$ cat src/rtl/rv32_muldiv_unit.sv
// Iterative RV32M multiply/divide unit: shift-add multiply and restoring divide,
// one bit per cycle on operand magnitudes, with valid/ready handshakes on both sides.
module rv32_muldiv_unit #(
  parameter int XLEN         = 32,
  parameter bit FAST_SPECIAL = 1'b1
) (
  input  logic            clk,
  input  logic            rst_n,
  input  logic            in_valid,
  output logic            in_ready,
  input  logic [2:0]      funct3,
  input  logic [XLEN-1:0] src1,
  input  logic [XLEN-1:0] src2,
  input  logic            flush,
  output logic            out_valid,
  input  logic            out_ready,
  output logic [XLEN-1:0] result,
  output logic            busy
);

  localparam int CW = $clog2(XLEN);

  typedef enum logic [1:0] {IDLE, BUSY, FIX, DONE} state_t;

  state_t            state;
  logic [CW-1:0]     cnt;
  logic [2:0]        op;
  logic              neg_lo;
  logic              neg_hi;
  logic [XLEN-1:0]   addend;
  logic [2*XLEN-1:0] acc;

  logic              s1_signed, s2_signed, neg1, neg2;
  logic [XLEN-1:0]   abs1, abs2;
  logic              div_zero, div_ovf;
  logic [XLEN-1:0]   special_result;

  assign s1_signed = funct3 inside {3'b001, 3'b010, 3'b100, 3'b110};
  assign s2_signed = funct3 inside {3'b001, 3'b100, 3'b110};
  assign neg1      = s1_signed & src1[XLEN-1];
  assign neg2      = s2_signed & src2[XLEN-1];
  assign abs1      = neg1 ? -src1 : src1;
  assign abs2      = neg2 ? -src2 : src2;
  assign div_zero  = funct3[2] && (src2 == '0);
  assign div_ovf   = (funct3 inside {3'b100, 3'b110}) &&
                     (src1 == {1'b1, {(XLEN-1){1'b0}}}) && (src2 == '1);

  always_comb begin
    special_result = '0;
    if (div_zero)
      special_result = funct3[1] ? src1 : '1;
    else if (div_ovf)
      special_result = funct3[1] ? '0 : src1;
  end

  // acc holds {partial product, multiplier} or {partial remainder, dividend/quotient}
  logic [XLEN:0]     mul_sum;
  logic [2*XLEN-1:0] mul_next;
  logic [XLEN:0]     div_trial;
  logic [XLEN:0]     div_diff;
  logic              div_ge;
  logic [XLEN-1:0]   div_rem;
  logic [2*XLEN-1:0] div_next;

  assign mul_sum   = {1'b0, acc[2*XLEN-1:XLEN]} + (acc[0] ? {1'b0, addend} : '0);
  assign mul_next  = {mul_sum, acc[XLEN-1:1]};
  assign div_trial = acc[2*XLEN-1:XLEN-1];
  assign div_diff  = div_trial - {1'b0, addend};
  assign div_ge    = div_trial >= {1'b0, addend};
  assign div_rem   = div_ge ? div_diff[XLEN-1:0] : div_trial[XLEN-1:0];
  assign div_next  = {div_rem, acc[XLEN-2:0], div_ge};

  logic [2*XLEN-1:0] prod;
  logic [XLEN-1:0]   quo, remv, fix_result;

  assign prod = neg_lo ? -acc : acc;
  assign quo  = neg_lo ? -acc[XLEN-1:0] : acc[XLEN-1:0];
  assign remv = neg_hi ? -acc[2*XLEN-1:XLEN] : acc[2*XLEN-1:XLEN];

  always_comb begin
    fix_result = '0;
    if (op[2])
      fix_result = op[1] ? remv : quo;
    else if (op == 3'b000)
      fix_result = prod[XLEN-1:0];
    else
      fix_result = prod[2*XLEN-1:XLEN];
  end

  // A divide-by-zero quotient stays all ones regardless of the dividend sign
  always_ff @(posedge clk) begin
    if (!rst_n) begin
      state     <= IDLE;
      cnt       <= '0;
      op        <= '0;
      neg_lo    <= 1'b0;
      neg_hi    <= 1'b0;
      addend    <= '0;
      acc       <= '0;
      result    <= '0;
      out_valid <= 1'b0;
    end else if (flush) begin
      state     <= IDLE;
      out_valid <= 1'b0;
    end else begin
      case (state)
        IDLE: begin
          if (in_valid) begin
            op     <= funct3;
            neg_lo <= funct3[2] ? ((neg1 ^ neg2) & ~div_zero) : (neg1 ^ neg2);
            neg_hi <= neg1;
            acc    <= {{XLEN{1'b0}}, abs1};
            addend <= abs2;
            cnt    <= '0;
            if (FAST_SPECIAL && (div_zero || div_ovf)) begin
              result <= special_result;
              state  <= DONE;
            end else begin
              state <= BUSY;
            end
          end
        end
        BUSY: begin
          acc <= op[2] ? div_next : mul_next;
          cnt <= cnt + 1'b1;
          if (cnt == CW'(XLEN - 1))
            state <= FIX;
        end
        FIX: begin
          result    <= fix_result;
          out_valid <= 1'b1;
          state     <= DONE;
        end
        DONE: begin
          // Fast special cases arrive here with out_valid still low for one cycle
          if (out_valid && out_ready) begin
            out_valid <= 1'b0;
            state     <= IDLE;
          end else begin
            out_valid <= 1'b1;
          end
        end
        default: state <= IDLE;
      endcase
    end
  end

  assign in_ready = rst_n && (state == IDLE);
  assign busy     = (state == BUSY) || (state == FIX);

endmodule

$ cat config.mk
export PLATFORM = sky130hd
export DESIGN_NAME = rv32_muldiv_unit
export DESIGN_NICKNAME = d
export VERILOG_FILES = /design/src/rtl/rv32_muldiv_unit.sv
export SDC_FILE = /design/constraint.sdc
export NUM_CORES = 1
export LEC_CHECK = 0
export CAP_MARGIN = 10
export CORE_MARGIN = 4
export CORE_UTILIZATION = 55
export CTS_BUF_LIST = sky130_fd_sc_hd__clkbuf_8
export DETAILED_ROUTE_END_ITERATION = 7
export PLACE_DENSITY = 0.76
export SYNTH_ARGS = -nofsm -noshare
export SYNTH_HDL_FRONTEND = slang
export SYNTH_SLANG_ARGS = --single-unit
$ cat constraint.sdc
create_clock -name clk -period 4.3 [get_ports clk]
set_input_delay 1.075 -clock clk [delete_from_list [all_inputs] [get_ports clk]]
set_output_delay 1.075 -clock clk [all_outputs]
set_load 0.01 [all_outputs]
## After elaboration in Yosys (flattened, before gate mapping)

Cells that the tools add are included.

- Muxes and demuxes: 30
- Multiply operators: 0
- $add $sub $neg: 8
- Equality and inequality tests: 14
- Magnitude comparators: 1
- Divide/modulo/power cells: 0
- Shift operators: 0
- Reduce and logical (&&, ||, !) cells: 21
- Bitwise logic cells: 7

Operators with widths:

| operator | number |
|---|---|
| 2-to-1 mux 32 bit | 15 |
| 2-to-1 mux 64 bit | 3 |
| negator 32 bit | 4 |
| one-hot mux 64 bit (2 select lines) | 1 |
| == test 32 bit, second input constant | 2 |
| negator 64 bit | 1 |
| one-hot mux 32 bit (2 select lines) | 1 |
| adder 32 x 32 -> 33 bit | 1 |
| >= comparator 33 x 32 -> 1 bit | 1 |
| logical NOT 32 bit | 1 |
| subtractor 32 bit | 1 |
| one-hot mux 5 bit (2 select lines) | 1 |
| AND reduction 3 bit | 3 |
| 2-to-1 mux 2 bit | 4 |
| != test 2 bit, second input constant | 4 |
| one-hot mux 2 bit (4 select lines) | 1 |
| nonzero test 2 bit | 4 |
| == test 3 bit, second input constant | 2 |
| adder 5 x 1 -> 5 bit, second input constant | 1 |
| == test 5 bit, second input constant | 1 |
| logical AND 1 bit | 5 |
| 2-to-1 mux 5 bit | 1 |
| == test 2 bit, second input constant | 2 |
| AND reduction 4 bit | 1 |
| other kinds (14) | 20 |

- Memory bits (read-only): 0
- RAM bits: 0
- Register bits: 141
- Memories kept: 0
- Output and inout bits: 35
- Logic and storage cells: 90
- Latch bits: 0

## Longest topological paths before layout

- Depth in word-level cells: 9
- Depth in mapped cells: 15
- Depth with buffers taken out: 14

## Least setup slack after synthesis

No wires, ideal clock.

- Path kind: input-to-reg
- From: input src2[0]
- To: register result[23]
- Arrival: 3.893 ns
- Setup slack: 0.333 ns
- Buffers on the path: 2
- Stages on the path: 14
- Required time: 4.226 ns
- Cells stage by stage: inv_1 > ha_1 > or3b_2 > nor4bb_1 > and2_1 > nand3_1 > o21ai_0 > a21oi_1 > nand2b_1 > clkbuf_1 > nor2_1 > clkbuf_1 > o21ai_0 > o21ai_0

- Longest elaborated chain between the ends: 7
- Elaborated cells between the ends (all ways): 12
- Those cells by class: eq/ne: 2; mux: 5; reduce/logical: 5

Ends and longest elaborated chain:

| what | RTL line | text |
|---|---|---|
| from (decl) | 13 | `input logic [XLEN-1:0] src2,` |
| == test 32 bit | 46 | `(src1 == {1'b1, {(XLEN-1){1'b0}}}) && (src2 == '1);` |
| logical AND 1 bit | 46 |  |
| 2-to-1 mux 32 bit | 52 | `else if (div_ovf)` |
| 2-to-1 mux 32 bit | 50 | `if (div_zero)` |
| 2-to-1 mux 32 bit | 115 | `if (FAST_SPECIAL && (div_zero \|\| div_ovf)) begin` |
| 2-to-1 mux 32 bit | 108 | `if (in_valid) begin` |
| one-hot mux 32 bit (2 select lines) | 106 | `case (state)` |
| to (signal assigned) | 116 | `result <= special_result;` |
| to (signal assigned) | 130 | `result <= fix_result;` |
| to (decl) | 17 | `output logic [XLEN-1:0] result,` |

Several ways; a longest one is shown, not always the timed one. The select of a mux whose other input is x is not followed.
A chain may end at the register's enable or synchronous reset.

## Final worst setup path

- From: input src2[24]
- To: register result[30]

The elaborated chain is that of the path after synthesis.

==> reports/results.txt <==
status: finished, final reports clean
worst r2r src: acc[0]$_SDFFE_PN0P_
syn nets: 2,108
pwr dens: 232 mW/mm^2
sequential-to-total area share from yosys stat: 20.4%
die area: 0.0278 sq mm
Post-Syn Area: 0.0139 sq mm
Placeable Area: 0.0245 sq mm
FMAX: 256 MHz
relative slew slack: 41.6%
synth-to-layout area growth: 15.3%
antenna-violating nets left: 0
via count: 15.5k
hpwl dp: 40,400 um
cells after synthesis: 1,959
final hold violations: 0
TritonCTS Buffers: 17
Main synth FF type: dfxtp_1
DRT Pass-1 Iters: 6
GPL Wtd Cong: 1.04
Final setup viols: 0
Die W: 167 um
min-delay src: result[13]$_SDFFE_PN0P_
endpoint class of the critical path: flop
vias in the first global route: 14.3k
input/output buffers: 106
flops & latches, synth: 141
std cell rows: 57
Worst-path clk slew: 100 ps
CTS tree: built
grt total ovfl: 0
max_cap viols: 0
crit path kind: input port to flop
period utilization: 90.7%
max-slew violations: 0
Worst R2R Setup Slack: 440 ps
I/O pin count: 107
worst hold path depth: 2
Synth top cells by count: 223 x nand2_1, 191 x a21oi_1, 180 x nor2_1
FF-to-FF path depth: 15
fin crit period: 3900 ps
WL final: 52,400 um
Yosys warning total: 0
Vert. Die Dim: 167 um
count leader, synth: nand2_1
Avg Cell Area, Syn: 7.07 sq um
DRC viols: 0
Post-synth EDFFs: 0
crit path launch type: input port
Yosys top cell by area: dfxtp_1
Nets: 2,185
CTS Sinks: 141
Starting Density: 56.5%
unrepaired setup endpoints after global routing: no
Max H-tree Level: 4
Hold Path End: result[13]$_SDFFE_PN0P_
antenna cells: 0
largest net degree at the start of global routing: 77
FFs w/ async S/R, synth: 0%
Longest Clk Path Bufs: 2
GRT Total Usage: 36.2%
first-pass GRT wire length: 80,700 um
Worst EP arrival: 4320 ps
initial DRC count: 1,666
synth top area cells: dfxtp_1 20%, a21oi_1 6.9%, xnor2_1 6.9%
initial antenna violation count: 0
Clock Skews: 22.7 ps
hold buffers post-CTS: 0
PostCTS Resize Cnt: 0
clock root buffer: clkbuf_8
Slew @ Worst Pin: 874 ps
WL per Instance: 22.1 um
Clock Latency Late Sink: 490 ps
CP required: 4720 ps
Power Total: 0.00371 W
Multi-input gate area: 0.0102 sq mm
Vias/cell: 6.52
Worst R2R End: acc[61]$_SDFFE_PN0P_
synth unique cells: 76
top cell type's share of synthesized area: 20.4%
P_leak: 6.04 nW
worst vdd ir: 186 uV
CP startpoint: src2[24]
fraction of final layout cells sized beyond drive strength 1: 7.71%
postcts setup bufs: 0
Fillers: 2,284
Tightest Hold Check Type: flop to flop
Core Util, Final: 65.1%
Critical Path Fanout Max: 13
FF/Latch Area: 0.00283 sq mm
[kinds of logic after synthesis]
logic type / after synthesis / share of synthesized area (%)
AOI/OAI and AO/OA: 627 / 28.6
xor gates and xnor gates: 185 / 11.7
adders and majority gates: 77 / 7.06
buffers and inverters: 216 / 5.97
DFF: 141 / 20.4
muxes: 54 / 3.93
and+or+nand+nor: 659 / 22.3
[power breakdown]
group,total (W),switching (W),internal (W),leakage [nW]
clock,0.00123,0.000642,0.000585,0.212
sequential,0.00142,0.0000697,0.00135,1.15
combinational,0.00106,0.000651,0.000404,4.68
total,0.00371,0.00136,0.00234,6.04
[cell usage in the layout (no fill, tap or decap), drive strengths merged, types with 17 or more instances in the layout]
cell,instances
nor2,180
a21oi,191
xor2,76
a21o,31
inv,78
a211oi,44
buf,94
o31ai,26
nor3,47
nand2,223
mux2i,51
nand4,27
nand3,40
xnor2,109
clkbuf,17
ha,75
nand2b,21
clkdlybuf4s50,106
dfxtp,141
or3,29
o211ai,47
o21ai,151
[state kept, by name (all words and copies together) (netlist names)]
register   count
state          2
neg_lo         1
result        32
op             3
cnt            5
out_valid      1
addend        32
acc           64
neg_hi         1
[layer usage]
metal / vias to the layer above / global-route usage, % / part of all wire, %
met5: - / 0 / 0
met4: 0 / 23.0 / 7.3
met3: 182 / 6.71 / 8.7
met2: 807 / 57.3 / 44
met1: 7237 / 45.4 / 40
li1: 7236 / - / -
[critical path, stage by stage]
cell and delay, ps:
clkdlybuf4s50_1 430, or4_1 580, or3_1 370, nor4b_1 360, nand3_1 270, o21ai_0 190, a21oi_1 230, nand2b_1 220
nor2_1 110, buf_4 190, o221ai_1 150, o21ai_1 150
[final cells by class]
| type | instances | area share (%) |
|---|---|---|
| Clock buffer | 17 | 1.47 |
| Clock inverter | 15 | 1.18 |
| Inverter | 74 | 1.74 |
| Multi-Input combinational cell | 1602 | 64.1 |
| Sequential cell | 141 | 17.7 |
| Tap cell | 324 | 2.54 |
| Timing Repair Buffer | 200 | 11.3 |
[worst max-delay path by stage]
| stage | cells after the start | slack [ps] | to |
|---|---|---|---|
| after floorplan | 14 | 330 | result[23]$_SDFFE_PN0P_ |
| after global placement | 10 | 90 | result[10]$_SDFFE_PN0P_ |
| after detailed placement | 12 | -20 | result[20]$_SDFFE_PN0P_ |
| after CTS | 12 | 480 | result[30]$_SDFFE_PN0P_ |
| after global routing | 12 | 80 | result[20]$_SDFFE_PN0P_ |
| final | 12 | 400 | result[30]$_SDFFE_PN0P_ |
[stage by stage]
step	hold WS [ps]	setup TNS (ps)	cell area, sq um	cells	worst slack, ps
detailed placement	431	-32.2	15500	2341	-15.6
CTS	445	0	16000	2373	475
global route	462	0	16000	2373	79.2
floorplan	432	0	13900	1959	333
finish	442	0	16000	2373	400
global placement	427	0	15500	2341	94.0
Power figures use the tool's default switching activity.
